File: config.mk
export PLATFORM = sky130hd
export DESIGN_NAME = clk_div_ctrl
export DESIGN_NICKNAME = d
export VERILOG_FILES = /design/src/rtl/clk_div_ctrl.sv
export SDC_FILE = /design/constraint.sdc
export NUM_CORES = 1
export LEC_CHECK = 0
export ABC_AREA = 1
export CORE_UTILIZATION = 27
export CTS_CLUSTER_DIAMETER = 100
export DETAILED_ROUTE_END_ITERATION = 7
export PLACE_DENSITY = 0.45
export SLEW_MARGIN = 40
export SYNTH_ARGS = -nofsm -noshare
export SYNTH_HDL_FRONTEND = slang
export SYNTH_SLANG_ARGS = --single-unit
export TNS_END_PERCENT = 30
File: constraint.sdc
create_clock -name clk_i -period 8 [get_ports clk_i]
set_input_delay 0.8 -clock clk_i [delete_from_list [all_inputs] [get_ports clk_i]]
set_output_delay 0.8 -clock clk_i [all_outputs]
set_load 0.01 [all_outputs]
File: src/rtl/clk_div_ctrl.sv
// ---------------------------------------------------------------------------
// clk_div_ctrl
//   Runtime-programmable integer clock divider with a ratio-change controller.
//   A new ratio is taken over a valid/ready handshake and range-checked.
//   An accepted ratio is parked until the current divided period ends, so the
//   output never shows a runt pulse. Odd ratios get half-cycle duty
//   resolution from a negedge resample of the high phase.
//
//   Optional build macro: CLK_DIV_PERIOD_CNT_EN adds period_cnt_o, a 16-bit
//   count of divided periods. It clears on reset and on every ratio change.
//
// Ports
//   clk_i        source clock
//   rst_i        asynchronous active-high reset
//   en_i         divider run enable
//   cfg_valid_i  new ratio offered
//   cfg_div_i    offered ratio N
//   cfg_ready_o  controller can accept a ratio (IDLE)
//   cfg_err_o    one-cycle pulse: offered ratio rejected
//   busy_o       accepted ratio waiting for a period boundary
//   div_cur_o    ratio currently in effect
//   tick_o       pulse on the first clk_i cycle of each divided period
//   period_cnt_o divided-period count (CLK_DIV_PERIOD_CNT_EN only)
//   clk_div_o    divided clock
// ---------------------------------------------------------------------------
module clk_div_ctrl #(
    parameter int DIV_W       = 8,
    parameter int DIV_DEFAULT = 7,
    parameter int DIV_MAX     = 255
) (
    input  logic             clk_i,
    input  logic             rst_i,
    input  logic             en_i,
    input  logic             cfg_valid_i,
    input  logic [DIV_W-1:0] cfg_div_i,
    output logic             cfg_ready_o,
    output logic             cfg_err_o,
    output logic             busy_o,
    output logic [DIV_W-1:0] div_cur_o,
    output logic             tick_o,
`ifdef CLK_DIV_PERIOD_CNT_EN
    output logic [15:0]      period_cnt_o,
`endif
    output logic             clk_div_o
);

    localparam logic [DIV_W-1:0] LP_DEF = DIV_W'(DIV_DEFAULT);
    localparam logic [DIV_W-1:0] LP_MAX = DIV_W'(DIV_MAX);
    localparam logic [DIV_W-1:0] LP_MIN = DIV_W'(2);
    localparam logic [DIV_W-1:0] LP_ONE = DIV_W'(1);

    typedef enum logic {S_IDLE, S_PEND} state_t;

    state_t           r_state;
    logic [DIV_W-1:0] r_cnt;
    logic [DIV_W-1:0] r_div_cur;
    logic [DIV_W-1:0] r_n_new;
    logic             r_run;    // en_i seen at the previous edge
    logic             r_ready;
    logic             r_busy;
    logic             r_err;
    logic             r_tick;
    logic             r_hi_p;
    logic             r_hi_n;

    logic             w_wrap;
    logic             w_hs;
    logic             w_ok;
    logic             w_apply;
    logic [DIV_W-1:0] w_div_nxt;
    logic [DIV_W-1:0] w_cnt_nxt;
    logic [DIV_W-1:0] w_thr;

    assign w_wrap  = en_i & r_run & (r_cnt == r_div_cur - LP_ONE);
    assign w_hs    = cfg_valid_i & r_ready;
    assign w_ok    = (cfg_div_i >= LP_MIN) && (cfg_div_i <= LP_MAX);
    // Pending ratio lands at the period boundary, or at once when stopped.
    assign w_apply = (r_state == S_PEND) & (w_wrap | ~en_i);
    assign w_div_nxt = w_apply ? r_n_new : r_div_cur;

    // The first enabled edge after a stop (or reset) restarts at phase 0
    // so the first period after re-enable is full length.
    always_comb begin
        w_cnt_nxt = '0;
        if (en_i && r_run && !w_wrap)
            w_cnt_nxt = r_cnt + LP_ONE;
    end

    // High-phase threshold ceil(N/2): N/2 for even, (N+1)/2 for odd, i.e.
    // cnt <= (N-1)/2 for odd ratios.
    assign w_thr = (w_div_nxt >> 1) + {{(DIV_W-1){1'b0}}, w_div_nxt[0]};

    always_ff @(posedge clk_i or posedge rst_i) begin
        if (rst_i) begin
            r_state   <= S_IDLE;
            r_cnt     <= '0;
            r_div_cur <= LP_DEF;
            r_n_new   <= LP_DEF;
            r_run     <= 1'b0;
            r_ready   <= 1'b1;
            r_busy    <= 1'b0;
            r_err     <= 1'b0;
            r_tick    <= 1'b0;
            r_hi_p    <= 1'b0;
        end else begin
            r_run     <= en_i;
            r_cnt     <= w_cnt_nxt;
            r_div_cur <= w_div_nxt;
            r_tick    <= en_i & (w_cnt_nxt == '0);
            r_hi_p    <= en_i & (w_cnt_nxt < w_thr);
            r_err     <= 1'b0;
            case (r_state)
                S_IDLE: begin
                    if (w_hs) begin
                        if (w_ok) begin
                            r_n_new <= cfg_div_i;
                            r_state <= S_PEND;
                            r_ready <= 1'b0;
                            r_busy  <= 1'b1;
                        end else begin
                            r_err   <= 1'b1;
                        end
                    end
                end
                S_PEND: begin
                    if (w_apply) begin
                        r_state <= S_IDLE;
                        r_ready <= 1'b1;
                        r_busy  <= 1'b0;
                    end
                end
                default: r_state <= S_IDLE;
            endcase
        end
    end

    // Half-cycle delayed copy of the high phase; ANDing trims half a cycle
    // off the leading edge to give odd ratios a near-50% duty.
    always_ff @(negedge clk_i or posedge rst_i) begin
        if (rst_i) r_hi_n <= 1'b0;
        else       r_hi_n <= r_hi_p;
    end

`ifdef CLK_DIV_PERIOD_CNT_EN
    logic [15:0] r_period_cnt;

    always_ff @(posedge clk_i or posedge rst_i) begin
        if (rst_i)        r_period_cnt <= '0;
        else if (w_apply) r_period_cnt <= '0;
        else if (r_tick)  r_period_cnt <= r_period_cnt + 16'd1;
    end

    assign period_cnt_o = r_period_cnt;
`else
    // Period counter not built in this configuration.
`endif

    assign cfg_ready_o = r_ready;
    assign cfg_err_o   = r_err;
    assign busy_o      = r_busy;
    assign div_cur_o   = r_div_cur;
    assign tick_o      = r_tick;
    assign clk_div_o   = r_div_cur[0] ? (r_hi_p & r_hi_n) : r_hi_p;

endmodule

* After elaboration in Yosys (flattened, before gate mapping)
Cells that the tools add are included.
Word-level totals: flip-flop bits (word level) 32, input port bits 12, output and inout bits 13, word-level logic and storage cells 56
Operators by class: $add $sub $neg 3, order comparisons 3, eq/ne operators 4, muxes and demuxes 18, bitwise logic cells 10, reduce and logical (&&, ||, !) cells 7
Operator list (number):
- $mux W8 | 2
- $mux W1 | 13
- $add A7 B1 Y8 | 1
- $add A8 B1 Y8 const B | 1
- $eq A8 B8 Y1 | 1
- $ge A8 B2 Y1 const B | 1
- $le A8 B8 Y1 const B | 1
- $logic_not A8 Y1 | 1
- $lt A8 B8 Y1 | 1
- $sub A8 B1 Y8 const B | 1
- $and A1 B1 Y1 | 7
- $pmux W1 S2 | 3
- $reduce_and A3 Y1 | 2
- $ne A2 B2 Y1 const B | 2
- $logic_and A1 B1 Y1 | 3
- $ne A2 B1 Y1 const B | 1
- $not A1 Y1 | 2
- $logic_not A1 Y1 | 1
- $or A1 B1 Y1 | 1

* Logic depth before layout (Yosys ltp)
Gate-level depths: netlist of the first run.
depth after elaboration 9, gate-level depth with buffers 29, gate-level depth less buffers 28

==> results of run 1 <==
[power by group through the flow]
stage               clock network, mW  registers, mW  logic (mW)
floorplan                           0          0.168     0.00764
global placement                    0          0.168      0.0183
detailed placement                  0          0.168      0.0183
CTS                             0.126          0.165      0.0184
global route                    0.132          0.165      0.0204
finish                          0.121          0.165      0.0177
[metrics by stage]
stage | instances | power (mW) | utilization | area (µm²) | hold slack, ps
floorplan | 268 | 0.175 | - | 1990 | 442
finish | 395 | 0.304 | 0.349 | 2420 | 466
global route | 395 | 0.318 | 0.349 | 2420 | 474
CTS | 395 | 0.309 | 0.349 | 2420 | 473
global placement | 387 | 0.186 | 0.337 | 2340 | 459
detailed placement | 387 | 0.186 | 0.337 | 2340 | 461
[cells in the final DEF, fill, tap and decap left out]
| cell type | n |
|---|---|
| sky130_fd_sc_hd__nand2_1 | 90 |
| sky130_fd_sc_hd__inv_1 | 27 |
| sky130_fd_sc_hd__dfrtp_1 | 24 |
| sky130_fd_sc_hd__clkdlybuf4s50_1 | 24 |
| sky130_fd_sc_hd__nor2_1 | 22 |
| sky130_fd_sc_hd__nand3_1 | 21 |
| sky130_fd_sc_hd__ha_1 | 11 |
| sky130_fd_sc_hd__inv_2 | 9 |
| sky130_fd_sc_hd__nand2_2 | 8 |
| sky130_fd_sc_hd__dfstp_2 | 7 |
| sky130_fd_sc_hd__nor2_2 | 6 |
| sky130_fd_sc_hd__xor2_1 | 6 |
| sky130_fd_sc_hd__o21ai_0 | 6 |
| sky130_fd_sc_hd__clkbuf_8 | 5 |
| sky130_fd_sc_hd__nand4_1 | 4 |
| sky130_fd_sc_hd__a21oi_1 | 4 |
| sky130_fd_sc_hd__nor3_1 | 3 |
| sky130_fd_sc_hd__nand3_2 | 2 |
| sky130_fd_sc_hd__xnor2_1 | 2 |
| sky130_fd_sc_hd__o21ai_1 | 2 |
| sky130_fd_sc_hd__nand2_4 | 2 |
| sky130_fd_sc_hd__clkbuf_1 | 2 |
| sky130_fd_sc_hd__clkinv_1 | 1 |
| sky130_fd_sc_hd__nor4_1 | 1 |
| sky130_fd_sc_hd__o21bai_1 | 1 |
| sky130_fd_sc_hd__nor2_4 | 1 |
| sky130_fd_sc_hd__o21ai_2 | 1 |
| sky130_fd_sc_hd__nand3b_1 | 1 |
| sky130_fd_sc_hd__or3_1 | 1 |
| sky130_fd_sc_hd__a211oi_1 | 1 |
| sky130_fd_sc_hd__o21a_1 | 1 |
| sky130_fd_sc_hd__clkinv_2 | 1 |
| sky130_fd_sc_hd__buf_4 | 1 |
| sky130_fd_sc_hd__dfrtn_1 | 1 |
[registers in the layout, summed over array words and instances (netlist names)]
| name | cells |
|---|---|
| r_cnt | 8 |
| r_run | 1 |
| r_hi_n | 1 |
| cfg_err_o | 1 |
| div_cur_o | 8 |
| r_state | 1 |
| busy_o | 1 |
| tick_o | 1 |
| r_n_new | 8 |
| cfg_ready_o | 1 |
| r_hi_p | 1 |
[layer usage]
metal,wire length [µm],up-vias
met5,0,-
met4,89,0
met3,166,7
met2,2100,38
met1,2500,745
li1,-,902
[final cells by class]
| cell class | instances | area [µm²] | share of cell area |
|---|---|---|---|
| Multi-Input combinational cell | 197 | 1030 | 0.423 |
| Sequential cell | 32 | 810 | 0.334 |
| Timing Repair Buffer | 25 | 248 | 0.102 |
| Inverter | 37 | 139 | 0.0573 |
| Tap cell | 96 | 120 | 0.0496 |
| Clock buffer | 7 | 76.3 | 0.0315 |
| Clock inverter | 1 | 5.00 | 0.00207 |
[cells by family (layout without fill, tap and decap cells)]
| logic type | after synthesis | count (layout) | share of synthesized area |
|---|---|---|---|
| adder cells (fa/ha/maj) | 11 | 11 | 0.0692 |
| AO/OA/AOI/OAI | 16 | 16 | 0.0459 |
| XOR/XNOR | 8 | 8 | 0.0352 |
| AND/OR/NAND/NOR | 162 | 162 | 0.365 |
| flip-flops | 32 | 32 | 0.407 |
| buffers and inverters | 39 | 70 | 0.0774 |
[worst max-delay path, stage by stage (launching register included)]
cell and delay, ps:
sky130_fd_sc_hd__dfrtn_1 380, sky130_fd_sc_hd__o21a_1 110, sky130_fd_sc_hd__clkdlybuf4s50_1 520
[worst paths after layout]
kind | end | slack (ps)
min | r_n_new[0] | 470
min reg2reg | r_n_new[0] | 470
min in group asynchronous | div_cur_o[7] | 900
max reg2reg | r_hi_n | 3480
max in group asynchronous | r_hi_n | 2880
max | clk_div_o | 1890
==> flow_results.org, run 1 <==
** Global route
- In the global route stage, met1 resource usage came out at 0.211.
- The number of antenna violations at the first check in global routing came to 0.
- First-pass GRT wire length :: 8600 µm
- The via count of the first global-routing pass came to around 1700.
- Global routing's busiest layer :: met2
- Entering global routing, the biggest net connects 33 pins.
- Across every metal layer, demand over resource in global routing totals 0.150.
- In the global route stage, met3 resource usage came out at 0.0273.
- GRT Residual Overflow :: 0
- Global-route track usage on met2 :: 0.228

** Yosys
- Dominant cell by count in the synthesized netlist :: sky130_fd_sc_hd__nand2_1
- In the synthesized netlist the async set-or-reset flop fraction comes to 1.00.
- Total nets after synthesis :: around 290
- Number of instances in the synthesized netlist :: 268
- For this run, the register share of the synthesized area comes to 0.407.
- Yosys warnings :: 0
- Yosys mapped a number of flops with a built-in enable equal to 0.
- Per-instance average area after synthesis :: 7.42 µm²
- Leading area contributor after synthesis :: sky130_fd_sc_hd__dfrtp_1
- Among all flip-flop cells after synthesis, the most frequent one is sky130_fd_sc_hd__dfrtp_1.
- Counting flops and latches in the post-synthesis netlist gives 32.
- Synth top cells by count :: sky130_fd_sc_hd__nand2_1 (90), sky130_fd_sc_hd__inv_1 (27), sky130_fd_sc_hd__dfrtp_1 (24)
- By area the synthesized netlist is led by sky130_fd_sc_hd__dfrtp_1 (30%), sky130_fd_sc_hd__nand2_1 (17%), sky130_fd_sc_hd__dfstp_2 (9.2%).
- Combined area of all synthesized cells :: 1990 µm²
- Of the post-synthesis cell area, the dominant cell type holds 0.302.
- In this run, distinct cell masters in the synthesized netlist total 31.

** CTS
- After clock tree synthesis, the clock-pin slew on the worst setup and hold paths is 70 ps.
- Clock tree from TritonCTS :: built
- H-tree levels :: 2
- The tree built by TritonCTS fans out to 32 sinks.
- # Post-CTS Setup Buffers :: 0
- The longest clock path from root to sink contains 2 buffers.
- Clock latency on the worst-skew pair, taken at its later pin, is 290 ps.
- Number of CTS-inserted buffers :: 5
- The number of hold buffers added after CTS was 0.
- Clock tree synthesis selected as its root buffer the cell sky130_fd_sc_hd__clkbuf_8.
- Once the clock tree was built, the resizer swapped 0 gates to a different size.

** Routing
- In the routed design, unresolved DRC markers number 0.
- Average wire length per cell after detail routing :: 12.3 µm
- In this run, the number of DRC markers left after iteration 0 of detailed routing was 74.
- In this run the remaining antenna-violating nets after routing total 0.
- Routed via count :: roughly 1700
- Before antenna repair, the detailed router went through 4 iterations.
- Wirelength, routed :: 4850 µm
- In the routed layout, each cell is associated on average with a via count of roughly 4.3.

** Critical path
- Measured in cells, the most critical reg-to-reg path has a length of 0.
- Along the worst path, the maximum fanout reaches 1.
- In this run the worst setup path begins at r_hi_n.
- The worst setup path is launched from a register.
- R2r startpoint :: r_hi_p
- STA classifies the critical path endpoint as an output port.
- Worst path required time :: 7200 ps
- The setup path with the least slack is of type register to output port.
- Critical Path AT :: 5310 ps

** Min path
- Counting instances, the worst hold path has a depth of 2.
- The startpoint identified for the worst hold timing path is r_n_new[0].
- The worst hold path belongs to the class register to register.

** Layout
- Layout cell share with drive strength beyond 1 :: 0.144
- The number of antenna diodes in the final layout is 0.
- Counting the fill cells in the layout gives 759.
- Net count, final :: 321
- Growth of design area from synthesis to finish :: 21.8%

** Floorplan
- Overall die area :: a little under 8000 µm²
- The floorplan step set the die height to 87.8 µm.
- The floorplan has 30 rows.
- Horizontal extent of the die :: 87.8 µm
- Core Region :: 6940 µm²
- The initial utilization of the core area, before any placement, comes to 0.286.
- During I/O placement, the number of pins put on the boundary was 25.

** Timing
- The total count of hold-check failures in the final report is 0.
- Setup repair after global routing left no endpoint under its margin.
- On the final layout, the worst clock skew is 7.39 ps.
- Post-route setup TNS :: 0 ps
- Setup violations remaining at the end of the flow were counted as 0.
- At the pin with the least slew margin, the transition time is 443 ps.
- Number of slew-limit violations in the final report :: 0
- Max_slew headroom :: 0.704
- Post-layout worst setup margin :: 1890 ps

** Pwr
- The share of total power dissipated in the clock network is 0.399.
- Of the total power, combinational logic draws 0.058.
- The share of total power dissipated in sequential elements is 0.543.
- Power spread over the standard cell area amounts to 125 nW/µm².
- Switching share of total power :: 0.233
- Reported net switching power :: 70.8 µW
- Across the VDD grid, the largest voltage drop is between 0.00004 and 0.00005 V.
- Cell internal power was estimated by the tool at about 230 µW.
- Summed over all cells, the static leakage comes to about 1.2 nW.

** Placed design
- Routability-driven placement congestion ratio :: ~0.80
- Detailed placer's ending HPWL :: 3840 µm
- Quantity of I/O buffers inserted on ports :: 24
- Pre-CTS setup slack :: 2190 ps

** Run
- Number of maximum-capacitance violations :: 0

** Outcome
- The run finished with clean final reports.
Power figures use the tool's default switching activity.
==> run 2, diff against run 1 <==
- clock period: 8 -> 6.11 ns (I/O delays scaled with it)
==> run 2 against run 1 <==
Clock skew rose by 2.0 ps. Largest cell class unchanged. Routed wire length rose by 1.4%. Via count fell by 0.24%. First-iteration DRC count fell by 31%. Sequential power rose by 31%. Sequential cell count did not move. Setup slack got worse by 770 ps. Final cell count did not move. Power rose by 31%.
==> flow_results.org, run 2 (synthesized netlist as in run 1, its figures left out) <==
** Placed design
- Detailed placer's ending HPWL :: 3870 µm (+0.89%)
- Routability-driven placement congestion ratio :: 0.809 (+0.53%)
- The number of buffers added on ports was 24 (unchanged).
- The number of cells after detailed placement was 387 (unchanged).

** Timing
- The number of pins with negative max-slew slack in the final report came to 0 (unchanged).
- Unrepaired setup endpoints after global routing :: no
- Final setup violation count :: 0 (unchanged)
- The worst-case headroom to the max-slew limit was 0.677 (-0.0273).
- The actual slew at the worst max-slew pin came to 484 ps (+40.9 ps).
- The total count of hold-check failures in the final report came to 0 (unchanged).
- Fin Clk Skew :: 9.38 ps (+1.99 ps)
- Post-route setup TNS :: 0 ps (unchanged)

** Routing
- Average wire length per cell after detail routing :: 12.5 µm (+1.4%)
- The first-pass iteration count of the detailed router came to 4 (unchanged).
- Vias per std cell :: 4.27 (-0.24%)
- Wirelength, routed :: 4920 µm (+1.4%)
- The DRC violation total after the first TritonRoute iteration was 51 (-31%).
- The count of antenna-violating nets left after detailed routing is 0 (unchanged).
- Routed via count :: 1688 (-0.24%)
- Remaining design rule violation count :: 0 (unchanged)

** Critical path
- Broken down by cell family, the worst path's largest delay share belongs to buffers and inverters.
- Type of origin of the critical path :: register
- The startpoint identified for the worst register-to-register timing path is div_cur_o[0].
- The critical path goes through o21a_1 -> clkdlybuf4s50_1.
- Critical Path AT :: 4370 ps (-940 ps)
- Endpoint class of the critical path :: output port
- Delay of the slowest cell on the worst path :: 520 ps (about the same)
- Buf+Inv Stages, Crit Path :: 1 (unchanged)
- The critical path is of the register to output port type.
- The highest net fanout along the worst path came to 1 (unchanged).
- Launch point of the critical path :: r_hi_n
- Worst path required time :: 5500 ps (-1700 ps)
- For this design, the slowest cell found on the critical path is sky130_fd_sc_hd__clkdlybuf4s50_1.

** Pwr
- The total leakage power came to 1.23 nW (unchanged).
- The total power after layout came to 398 µW (+31%).
- Int Power :: 305 µW (+31%)
- Combinational share of power :: 0.059 (about the same)
- The power density relative to cell area was 164 nW/µm² (+31%).
- The relative contribution of sequential cells to total power was 0.543 (about the same).
- Part of the total power dissipated in the clock network :: 0.399 (about the same)
- The largest voltage drop on the vdd net was 0.0000802 V (+62%).
- Switching share of total power :: 0.233 (about the same)
- Reported net switching power :: 92.7 µW (+31%)

** Min path
- The tightest min-delay check is of the register to register type.
- In this run the most critical hold path is launched from r_n_new[0].

** Global route
- The via count of the first global-routing pass was 1691 (-1.0%).
- The total grt overflow came to 0 (unchanged).
- The global-route wire length before repair came to 8350 µm (-2.9%).
- The total global routing track utilization is 0.146 (-0.00387).
- Initial antenna violation count :: 0 (unchanged)
- The largest net degree at the start of global routing is 33 (unchanged).

** CTS
- The cell sitting at the root of the clock tree is a sky130_fd_sc_hd__clkbuf_8.
- The post-CTS setup-driven buffer insertion count came to 0 (unchanged).
- CTS clock-pin slew for the worst setup and hold paths :: 70 ps (about the same)
- Number of hold buffers added after CTS :: 0 (unchanged)
- Clk sinks :: 32 (unchanged)
- TritonCTS built the clock tree.
- The largest buffer count on any clock path is 2 (unchanged).
- The number of gates resized after cts was 0 (unchanged).
- Clock latency at the later pin of the worst-skew pair :: 280 ps (about the same)
- The number of buffers added by the clock tree synthesis step is 5 (unchanged).
- The deepest level of the CTS H-tree came to 2 (unchanged).

** Layout
- Leading cell types in the layout, fill and taps excluded :: sky130_fd_sc_hd__nand2_1 (90), sky130_fd_sc_hd__inv_1 (27), sky130_fd_sc_hd__dfrtp_1 (24), sky130_fd_sc_hd__clkdlybuf4s50_1 (24), sky130_fd_sc_hd__nor2_1 (22)
- Leaving out fill and tap cells, the most frequent cell in the layout is sky130_fd_sc_hd__nand2_1.
- Number of diodes added for antenna fixing :: 0 (unchanged)
- Non-filler instance count after layout :: 395 (unchanged)
- Fill cell total of the finished layout :: 742 (-2.2%)
- The share of final-layout standard cells stronger than drive strength 1 came to 0.144 (unchanged).
- Net count, final :: 321 (unchanged)
- Growth of design area from synthesis to finish :: 21.8% (unchanged)

** Run
- The max-cap check violation count is 0 (unchanged).

** Floorplan
- The count of pins on the block boundary came to 25 (unchanged).
- Effective utilization at floorplan :: 0.286 (unchanged)
- The y dimension of the die was 87.8 µm (unchanged).
- Overall die area :: 7720 µm² (unchanged)
- The width of the chip is 87.8 µm (unchanged).
- The total number of placement rows is 30 (unchanged).
- Core Region :: 6940 µm² (unchanged)

** Outcome
- The flow ran to the end, and the final reports show no timing, DRC or antenna violations.
## run 2: cell counts in the layout (fill, tap and decap cells not counted)
No cell type changed its count.
## run 2: cell type report
| cell class | count | area [µm²] | area share |
|---|---|---|---|
| clock buffers | 7 | 76.3 | 0.0315 |
| inverters | 37 | 139 | 0.0573 |
| well taps | 96 | 120 | 0.0496 |
| clock inverters | 1 | 5.00 | 0.00207 |
| repair buffers | 25 | 248 | 0.102 |
| flip-flops and latches | 32 | 810 | 0.334 |
| multi-input cells | 197 | 1030 | 0.423 |
## run 2: per-layer routing
layer / part of all wire / track usage / wire length, µm
met5: 0 / 0 / 0
met4: 0.012 / 0.0492 / 60
met3: 0.031 / 0.0254 / 154
met2: 0.44 / 0.237 / 2170
met1: 0.52 / 0.197 / 2540
## run 2: final timing paths
| path | to | slack [ps] | cells after the start |
|---|---|---|---|
| setup / recovery | clk_div_o | 1130 | 2 |
| max in group asynchronous | r_hi_n | 2140 | 3 |
| hold reg to reg | r_n_new[0] | 470 | 2 |
| hold / removal | r_n_new[0] | 470 | 2 |
| setup reg to reg | r_hi_p | 2180 | 28 |
| min in group asynchronous | div_cur_o[7] | 710 | 3 |
## run 2: stage by stage
stage | area [µm²] | setup WS, ps | util | hold WS [ps]
finish | 2420 | 1130 | 0.349 | 474
global placement | 2340 | 1440 | 0.337 | 461
floorplan | 1990 | 1850 | - | 442
CTS | 2420 | 1110 | 0.349 | 479
detailed placement | 2340 | 1420 | 0.337 | 469
global route | 2420 | 1070 | 0.349 | 501
## run 2: power by group through the flow
stage | Clock, mW | Sequential (mW) | Combinational, mW
global placement | 0 | 0.220 | 0.0240
floorplan | 0 | 0.219 | 0.0100
global route | 0.171 | 0.216 | 0.0265
detailed placement | 0 | 0.220 | 0.0240
finish | 0.159 | 0.216 | 0.0234
CTS | 0.164 | 0.216 | 0.0241
## run 2: tightest hold or removal path, delay by kind of cell, from the launching register on
| family | cells | cell delay, ps |
|---|---|---|
| DFF | 1 | 370 |
| and+or+nand+nor | 2 | 100 |
